[src/rtl/axi_lite_pkg.sv]
// Shared AXI4-Lite definitions: response codes, write-FSM states and the
// byte-strobe merge used when committing a write.
package axi_lite_pkg;

  typedef enum logic [1:0] {
    OKAY   = 2'b00,
    EXOKAY = 2'b01,
    SLVERR = 2'b10,
    DECERR = 2'b11
  } axi_resp_e;

  typedef enum logic [2:0] {
    WR_IDLE,
    WR_HAVE_AW,
    WR_HAVE_W,
    WR_COMMIT,
    WR_RESP
  } wr_state_e;

  localparam int MAX_DATA_W = 64;
  localparam int MAX_STRB_W = MAX_DATA_W / 8;

  // Sized for the widest supported bus; narrower callers zero-extend.
  function automatic logic [MAX_DATA_W-1:0] strb_merge(
    input logic [MAX_DATA_W-1:0] old_v,
    input logic [MAX_DATA_W-1:0] new_v,
    input logic [MAX_STRB_W-1:0] strb
  );
    logic [MAX_DATA_W-1:0] res;
    res = old_v;
    for (int b = 0; b < MAX_STRB_W; b++) begin
      if (strb[b]) res[b*8 +: 8] = new_v[b*8 +: 8];
    end
    return res;
  endfunction

endpackage

[src/rtl/axi_lite_hold_buf.sv]
// One-entry holding register for an AXI channel; ready is registered and is
// withheld while full or while the owner signals a stall for the next cycle.
module axi_lite_hold_buf #(
  parameter int W = 32
) (
  input  logic         clk,
  input  logic         rst_n,
  input  logic [W-1:0] in_data,
  input  logic         in_valid,
  output logic         in_ready,
  input  logic         clr,
  input  logic         stall_nxt,
  output logic         full,
  output logic [W-1:0] out_data
);

  logic         full_q, full_d;
  logic         ready_q, ready_d;
  logic [W-1:0] data_q, data_d;

  always_comb begin
    full_d = full_q;
    data_d = data_q;
    if (clr) full_d = 1'b0;
    if (in_valid && ready_q) begin
      full_d = 1'b1;
      data_d = in_data;
    end
    ready_d = !full_d && !stall_nxt;
  end

  always_ff @(posedge clk) begin
    if (!rst_n) begin
      full_q  <= 1'b0;
      ready_q <= 1'b0;
      data_q  <= '0;
    end else begin
      full_q  <= full_d;
      ready_q <= ready_d;
      data_q  <= data_d;
    end
  end

  assign in_ready = ready_q;
  assign full     = full_q;
  assign out_data = data_q;

endmodule

[src/rtl/axi_lite_reg_slave.sv]
// AXI4-Lite register-bank slave: independent AW/W capture, strobed commits,
// read-only status registers and back-pressured B/R responses.
module axi_lite_reg_slave
  import axi_lite_pkg::*;
#(
  parameter int                  ADDR_W   = 32,
  parameter int                  DATA_W   = 32,
  parameter int                  NUM_REGS = 16,
  parameter logic [NUM_REGS-1:0] RO_MASK  = '0
) (
  input  logic                         clk,
  input  logic                         rst_n,
  input  logic [ADDR_W-1:0]            s_awaddr,
  input  logic [2:0]                   s_awprot,
  input  logic                         s_awvalid,
  output logic                         s_awready,
  input  logic [DATA_W-1:0]            s_wdata,
  input  logic [DATA_W/8-1:0]          s_wstrb,
  input  logic                         s_wvalid,
  output logic                         s_wready,
  output logic [1:0]                   s_bresp,
  output logic                         s_bvalid,
  input  logic                         s_bready,
  input  logic [ADDR_W-1:0]            s_araddr,
  input  logic [2:0]                   s_arprot,
  input  logic                         s_arvalid,
  output logic                         s_arready,
  output logic [DATA_W-1:0]            s_rdata,
  output logic [1:0]                   s_rresp,
  output logic                         s_rvalid,
  input  logic                         s_rready,
  output logic [NUM_REGS*DATA_W-1:0]   reg_q,
  output logic [NUM_REGS-1:0]          reg_wr_pulse,
  input  logic [NUM_REGS*DATA_W-1:0]   status_i
);

  localparam int STRB_W = DATA_W / 8;
  localparam int OFF_W  = $clog2(STRB_W);
  localparam int IDX_W  = ADDR_W - OFF_W;

  wr_state_e                          state_q, state_d;
  logic                               bvalid_q, bvalid_d;
  axi_resp_e                          bresp_q, bresp_d;
  logic [NUM_REGS-1:0]                pulse_q, pulse_d;
  logic [NUM_REGS-1:0][DATA_W-1:0]    regs_q, regs_d;

  logic                               aw_full, w_full, aw_hs, w_hs, commit;
  logic [ADDR_W-1:0]                  aw_addr;
  logic [DATA_W-1:0]                  w_data;
  logic [STRB_W-1:0]                  w_strb;

  assign aw_hs  = s_awvalid && s_awready;
  assign w_hs   = s_wvalid && s_wready;
  assign commit = (state_q == WR_COMMIT);

  axi_lite_hold_buf #(.W(ADDR_W)) u_aw_buf (
    .clk(clk), .rst_n(rst_n), .in_data(s_awaddr), .in_valid(s_awvalid),
    .in_ready(s_awready), .clr(commit), .stall_nxt(bvalid_d),
    .full(aw_full), .out_data(aw_addr)
  );

  axi_lite_hold_buf #(.W(DATA_W + STRB_W)) u_w_buf (
    .clk(clk), .rst_n(rst_n), .in_data({s_wstrb, s_wdata}), .in_valid(s_wvalid),
    .in_ready(s_wready), .clr(commit), .stall_nxt(bvalid_d),
    .full(w_full), .out_data({w_strb, w_data})
  );

  logic aw_have, w_have;
  assign aw_have = aw_full || aw_hs;
  assign w_have  = w_full || w_hs;

  always_comb begin
    state_d = state_q;
    case (state_q)
      WR_COMMIT: state_d = WR_RESP;
      WR_RESP:   if (s_bready) state_d = WR_IDLE;
      default: begin
        if (aw_have && w_have) state_d = WR_COMMIT;
        else if (aw_have)      state_d = WR_HAVE_AW;
        else if (w_have)       state_d = WR_HAVE_W;
        else                   state_d = WR_IDLE;
      end
    endcase
    bvalid_d = (state_d == WR_RESP);
  end

  logic [IDX_W-1:0]      wr_idx;
  logic                  wr_in_range, wr_ro;
  logic [DATA_W-1:0]     wr_cur;
  logic [MAX_DATA_W-1:0] old_w, new_w, merged_w;
  logic [MAX_STRB_W-1:0] strb_w;

  assign wr_idx      = aw_addr[ADDR_W-1:OFF_W];
  assign wr_in_range = wr_idx < IDX_W'(NUM_REGS);

  always_comb begin
    wr_ro  = 1'b0;
    wr_cur = '0;
    for (int i = 0; i < NUM_REGS; i++) begin
      if (wr_idx == IDX_W'(i)) begin
        wr_ro  = RO_MASK[i];
        wr_cur = regs_q[i];
      end
    end
    old_w = '0;
    new_w = '0;
    strb_w = '0;
    old_w[DATA_W-1:0]  = wr_cur;
    new_w[DATA_W-1:0]  = w_data;
    strb_w[STRB_W-1:0] = w_strb;
    merged_w = strb_merge(old_w, new_w, strb_w);
  end

  always_comb begin
    regs_d  = regs_q;
    pulse_d = '0;
    bresp_d = bresp_q;
    if (commit) begin
      if (wr_in_range && !wr_ro) begin
        bresp_d = OKAY;
        for (int i = 0; i < NUM_REGS; i++) begin
          if (wr_idx == IDX_W'(i)) begin
            regs_d[i]  = merged_w[DATA_W-1:0];
            pulse_d[i] = 1'b1;
          end
        end
      end else begin
        bresp_d = SLVERR;
      end
    end
  end

  always_ff @(posedge clk) begin
    if (!rst_n) begin
      state_q  <= WR_IDLE;
      bvalid_q <= 1'b0;
      bresp_q  <= OKAY;
      pulse_q  <= '0;
      regs_q   <= '0;
    end else begin
      state_q  <= state_d;
      bvalid_q <= bvalid_d;
      bresp_q  <= bresp_d;
      pulse_q  <= pulse_d;
      regs_q   <= regs_d;
    end
  end

  // Read path: arready is the registered complement of the next rvalid.
  logic                  arready_q, arready_d, rvalid_q, rvalid_d;
  logic [DATA_W-1:0]     rdata_q, rdata_d, rd_sel;
  axi_resp_e             rresp_q, rresp_d;
  logic [IDX_W-1:0]      rd_idx;
  logic                  ar_hs;

  assign rd_idx = s_araddr[ADDR_W-1:OFF_W];
  assign ar_hs  = s_arvalid && arready_q;

  always_comb begin
    rd_sel = '0;
    for (int i = 0; i < NUM_REGS; i++) begin
      if (rd_idx == IDX_W'(i))
        rd_sel = RO_MASK[i] ? status_i[i*DATA_W +: DATA_W] : regs_q[i];
    end
    rvalid_d = rvalid_q;
    rdata_d  = rdata_q;
    rresp_d  = rresp_q;
    if (rvalid_q && s_rready) rvalid_d = 1'b0;
    if (ar_hs) begin
      rvalid_d = 1'b1;
      if (rd_idx < IDX_W'(NUM_REGS)) begin
        rdata_d = rd_sel;
        rresp_d = OKAY;
      end else begin
        rdata_d = '0;
        rresp_d = SLVERR;
      end
    end
    arready_d = !rvalid_d;
  end

  always_ff @(posedge clk) begin
    if (!rst_n) begin
      arready_q <= 1'b0;
      rvalid_q  <= 1'b0;
      rdata_q   <= '0;
      rresp_q   <= OKAY;
    end else begin
      arready_q <= arready_d;
      rvalid_q  <= rvalid_d;
      rdata_q   <= rdata_d;
      rresp_q   <= rresp_d;
    end
  end

  assign s_bvalid     = bvalid_q;
  assign s_bresp      = bresp_q;
  assign s_arready    = arready_q;
  assign s_rvalid     = rvalid_q;
  assign s_rdata      = rdata_q;
  assign s_rresp      = rresp_q;
  assign reg_q        = regs_q;
  assign reg_wr_pulse = pulse_q;

  logic unused_ok;
  assign unused_ok = ^{s_awprot, s_arprot, s_araddr[OFF_W-1:0], aw_addr[OFF_W-1:0], merged_w};

endmodule
[config.mk]
export PLATFORM = sky130hd
export DESIGN_NAME = axi_lite_reg_slave
export DESIGN_NICKNAME = d
export VERILOG_FILES = /design/src/rtl/axi_lite_pkg.sv /design/src/rtl/axi_lite_hold_buf.sv /design/src/rtl/axi_lite_reg_slave.sv
export SDC_FILE = /design/constraint.sdc
export NUM_CORES = 2
export LEC_CHECK = 0
export ABC_AREA = 1
export BUFFER_PORTS_ARGS = -buffer_cell sky130_fd_sc_hd__buf_2
export CAP_MARGIN = 20
export CORE_AREA = 3 3 459 461
export DETAILED_ROUTE_END_ITERATION = 12
export DIE_AREA = 0 0 462 464
export PLACE_DENSITY = 0.4
export SKIP_CTS_REPAIR_TIMING = 1
export SYNTH_ARGS = -nofsm -noshare
export SYNTH_HDL_FRONTEND = slang
export SYNTH_HIERARCHICAL = 1
export SYNTH_SLANG_ARGS = --single-unit
export TNS_END_PERCENT = 30
[constraint.sdc]
create_clock -name clk -period 4.2 [get_ports clk]
set_clock_uncertainty 0.15 [all_clocks]
set_input_delay 1.05 -clock clk [delete_from_list [all_inputs] [get_ports clk]]
set_output_delay 1.05 -clock clk [all_outputs]
set_load 0.02 [all_outputs]
==> impl_metrics.py <==
metrics = {
    "clock_network": {
        "htree_levels": 3,
        "numCtsBuffers": 87,
        "cts-root-buf": "clkbuf_16",
        "clk_pin_slew_ns": 0.06,
        "clk_path_buf_depth": 3,
        "insertion_delay_ns": 0.75,
        "cts_tree": "done",
        "clock_sinks": 638,
    },
    "setup_path": {
        "reg2reg_slack_ns": 0.02,
        "r2r_end": "reg_q[197]$_SDFFE_PN0P_",
        "worst-setup-path-type": "in2reg",
        "reg2regPathDepth": 29,
        "cp_data_arrival_time_ns": 4.75,
        "path_max_fanout": 10,
        "cp_common_cell": "buf_4",
        "cp-endpoint": "s_rdata[1]$_SDFFE_PN0P_",
        "cp_slowest_stage_delay_ns": 0.64,
        "crit_path_start": "s_araddr[30]",
        "path_cells": "buf_2, inv_1, nand2_1, nor3_1, nand2_2, buf_4, buf_4, nor3_4, buf_4, buf_12, a221oi_1, buf_4, o2111ai_1, buf_4, o211ai_1, buf_4, o2111ai_1, buf_4, nand2_1, nand4_1, nand2_1, a21oi_1",
        "cp-end-kind": "flop",
        "critPathSlowestCell": "a221oi_1",
        "timing.rr.start": "u_aw_buf/out_data[7]$_SDFFE_PN0P_",
        "cp_data_required_time_ns": 4.68,
        "crit_path_start_kind": "primary input",
    },
    "synth": {
        "postSynthAreaPerCell_um2": 6.06,
        "synth_cells": 6014,
        "synth.cell_area_um2": 36500,
        "yosys_warnings": 6,
    },
    "floorplan": {
        "start_util_pct": 17.6,
        "core_area_um2": 207000,
        "row_count": 167,
        "die_y_um": 464,
        "io_pins": 1194,
        "die_w_um": 462,
        "die_area_um2": 214000,
    },
    "pwr": {
        "power.density_nw_per_um2": 314,
        "p_leak_nw": 24.6,
        "ir_drop_uv": 332,
    },
    "place": {
        "dp_hpwl_um": 226000,
        "pre_cts_slack_ns": -0.753,
        "placed_area_um2": 46400,
        "routabilityCongestion": 0.973,
        "portBuffers": 669,
        "placed_cells": 9508,
    },
    "finish": {
        "fill_cells": 23600,
        "final-seq-area_um2": 12800,
        "drive_above_1_share_pct": 22.6,
        "multi_input_area_um2": 18200,
        "area_growth_pct": 37.2,
        "finalInstanceArea_um2": 50000,
        "fin_nets": 7527,
        "final_cells": 9691,
    },
    "global_routing": {
        "grt_pass1_vias": 40700,
        "grt_max_degree": 88,
        "antenna_found_initial": 26,
        "grt_util_all_layers_pct": 25.9,
        "grt_first_pass_wirelength_um": 377000,
        "gr-total-overflow": 0,
    },
    "routing": {
        "num_vias": 45400,
        "vias_per_cell": 4.68,
        "drc_errors": 0,
        "drt-total-wl_um": 290000,
        "antenna_left": 0,
        "first_pass_iters": 5,
        "drt_iter0_markers": 5702,
        "wl_per_cell_um": 29.9,
    },
    "timing": {
        "rsz0062_at_grt": "yes",
        "setup_violations": 1,
        "fmax_mhz": 234,
        "slew_violations": 0,
        "hold_viol_final": 0,
        "slew_headroom_pct": 25.4,
        "holdWs_ns": 0.316,
        "min_period_ns": 4.27,
        "final.setup.worst_slack_ns": -0.0692,
        "worstMarginPinSlew_ns": 1.12,
        "finalCritPeriodShare_pct": 102,
    },
    "outcome": {
        "status": "complete, but fails checks",
        "violations": "setup timing",
    },
    "min_path": {
        "hp-class": "reg2reg",
        "hold_path_depth": 2,
    },
    "job": {
        "cap_violations": 0,
    },
}
[worst min-delay path by stage]
| stage | endpoint | from |
|---|---|---|
| 2_1_floorplan | u_aw_buf/full$_SDFF_PN0_ | u_aw_buf/full$_SDFF_PN0_ |
| 3_3_place_gp | s_rdata[24]$_SDFFE_PN0P_ | s_rdata[24]$_SDFFE_PN0P_ |
| 3_5_place_dp | s_rdata[5]$_SDFFE_PN0P_ | s_rdata[5]$_SDFFE_PN0P_ |
| 4_1_cts | u_w_buf/out_data[32]$_SDFFE_PN0P_ | s_wstrb[0] |
| 5_1_grt | s_rdata[3]$_SDFFE_PN0P_ | s_rdata[3]$_SDFFE_PN0P_ |
| 6_report | s_rdata[15]$_SDFFE_PN0P_ | s_rdata[15]$_SDFFE_PN0P_ |
[critical path: cells and delay by family]
kind	cells	cell delay [ns]
AOI/OAI and AO/OA	5	1.09
buffers and inverters	10	1.59
and+or+nand+nor	7	1.00
[cell type report]
| type | count | share of cell area (%) |
|---|---|---|
| Multi-Input combinational cell | 3889 | 36.3 |
| Clock buffer | 129 | 5.13 |
| Clock inverter | 33 | 1.11 |
| Sequential cell | 638 | 25.5 |
| Tap cell | 2704 | 6.76 |
| Inverter | 1106 | 8.33 |
| Timing Repair Buffer | 1180 | 16.8 |
| Antenna cell | 12 | 0.0600 |
[report_power, final]
group          internal (mW)  total [mW]  leakage [nW]  switching (mW)
logic                  0.339        1.18          18.0           0.844
clock network           4.93        8.37          1.53            3.44
registers               6.11        6.16          5.15          0.0513
total                   11.4        15.7          24.6            4.33
[through the flow]
| step | utilization (%) | TNS (ns) | total power [mW] |
|---|---|---|---|
| 6_report | 24.2 | -0.0692 | 15.7 |
| 5_1_grt | 24.2 | -2.43 | 16.1 |
| 4_1_cts | 23.9 | -24.34 | 15.8 |
| 2_1_floorplan | - | 0 | 6.81 |
| 3_5_place_dp | 22.4 | -40.99 | 7.42 |
| 3_3_place_gp | 22.4 | -43.71 | 7.42 |
[layout by cell type, fill, tap and decap left out, types with 41 or more instances in the layout]
master and count:
dfxtp_1 637, nor2_1 530, buf_12 93, a21oi_1 643, buf_2 668, clkbuf_16 89, inv_2 46, buf_4 410
nand2_1 1406, inv_1 1046, o211ai_1 41, nand2_2 88, nor3_1 43, nand3_1 668, o21ai_0 194
[per-layer routing]
| metal | up-vias | GRT usage [%] | part of all wire [%] |
|---|---|---|---|
| li1 | 20600 | - | - |
| met1 | 21900 | 34.7 | 42 |
| met5 | - | 0 | 0.029 |
| met3 | 366 | 8.11 | 11 |
| met4 | 14 | 11.8 | 5.3 |
| met2 | 2501 | 37.6 | 41 |
[flip-flops by register name (all words and copies together), names as in the netlist, 3 cells and up]
signal / count
s_rdata: 32
reg_q: 512
u_aw_buf/out_data: 30
state_q: 3
reg_wr_pulse: 16
u_w_buf/out_data: 36
Power figures use the tool's default switching activity.
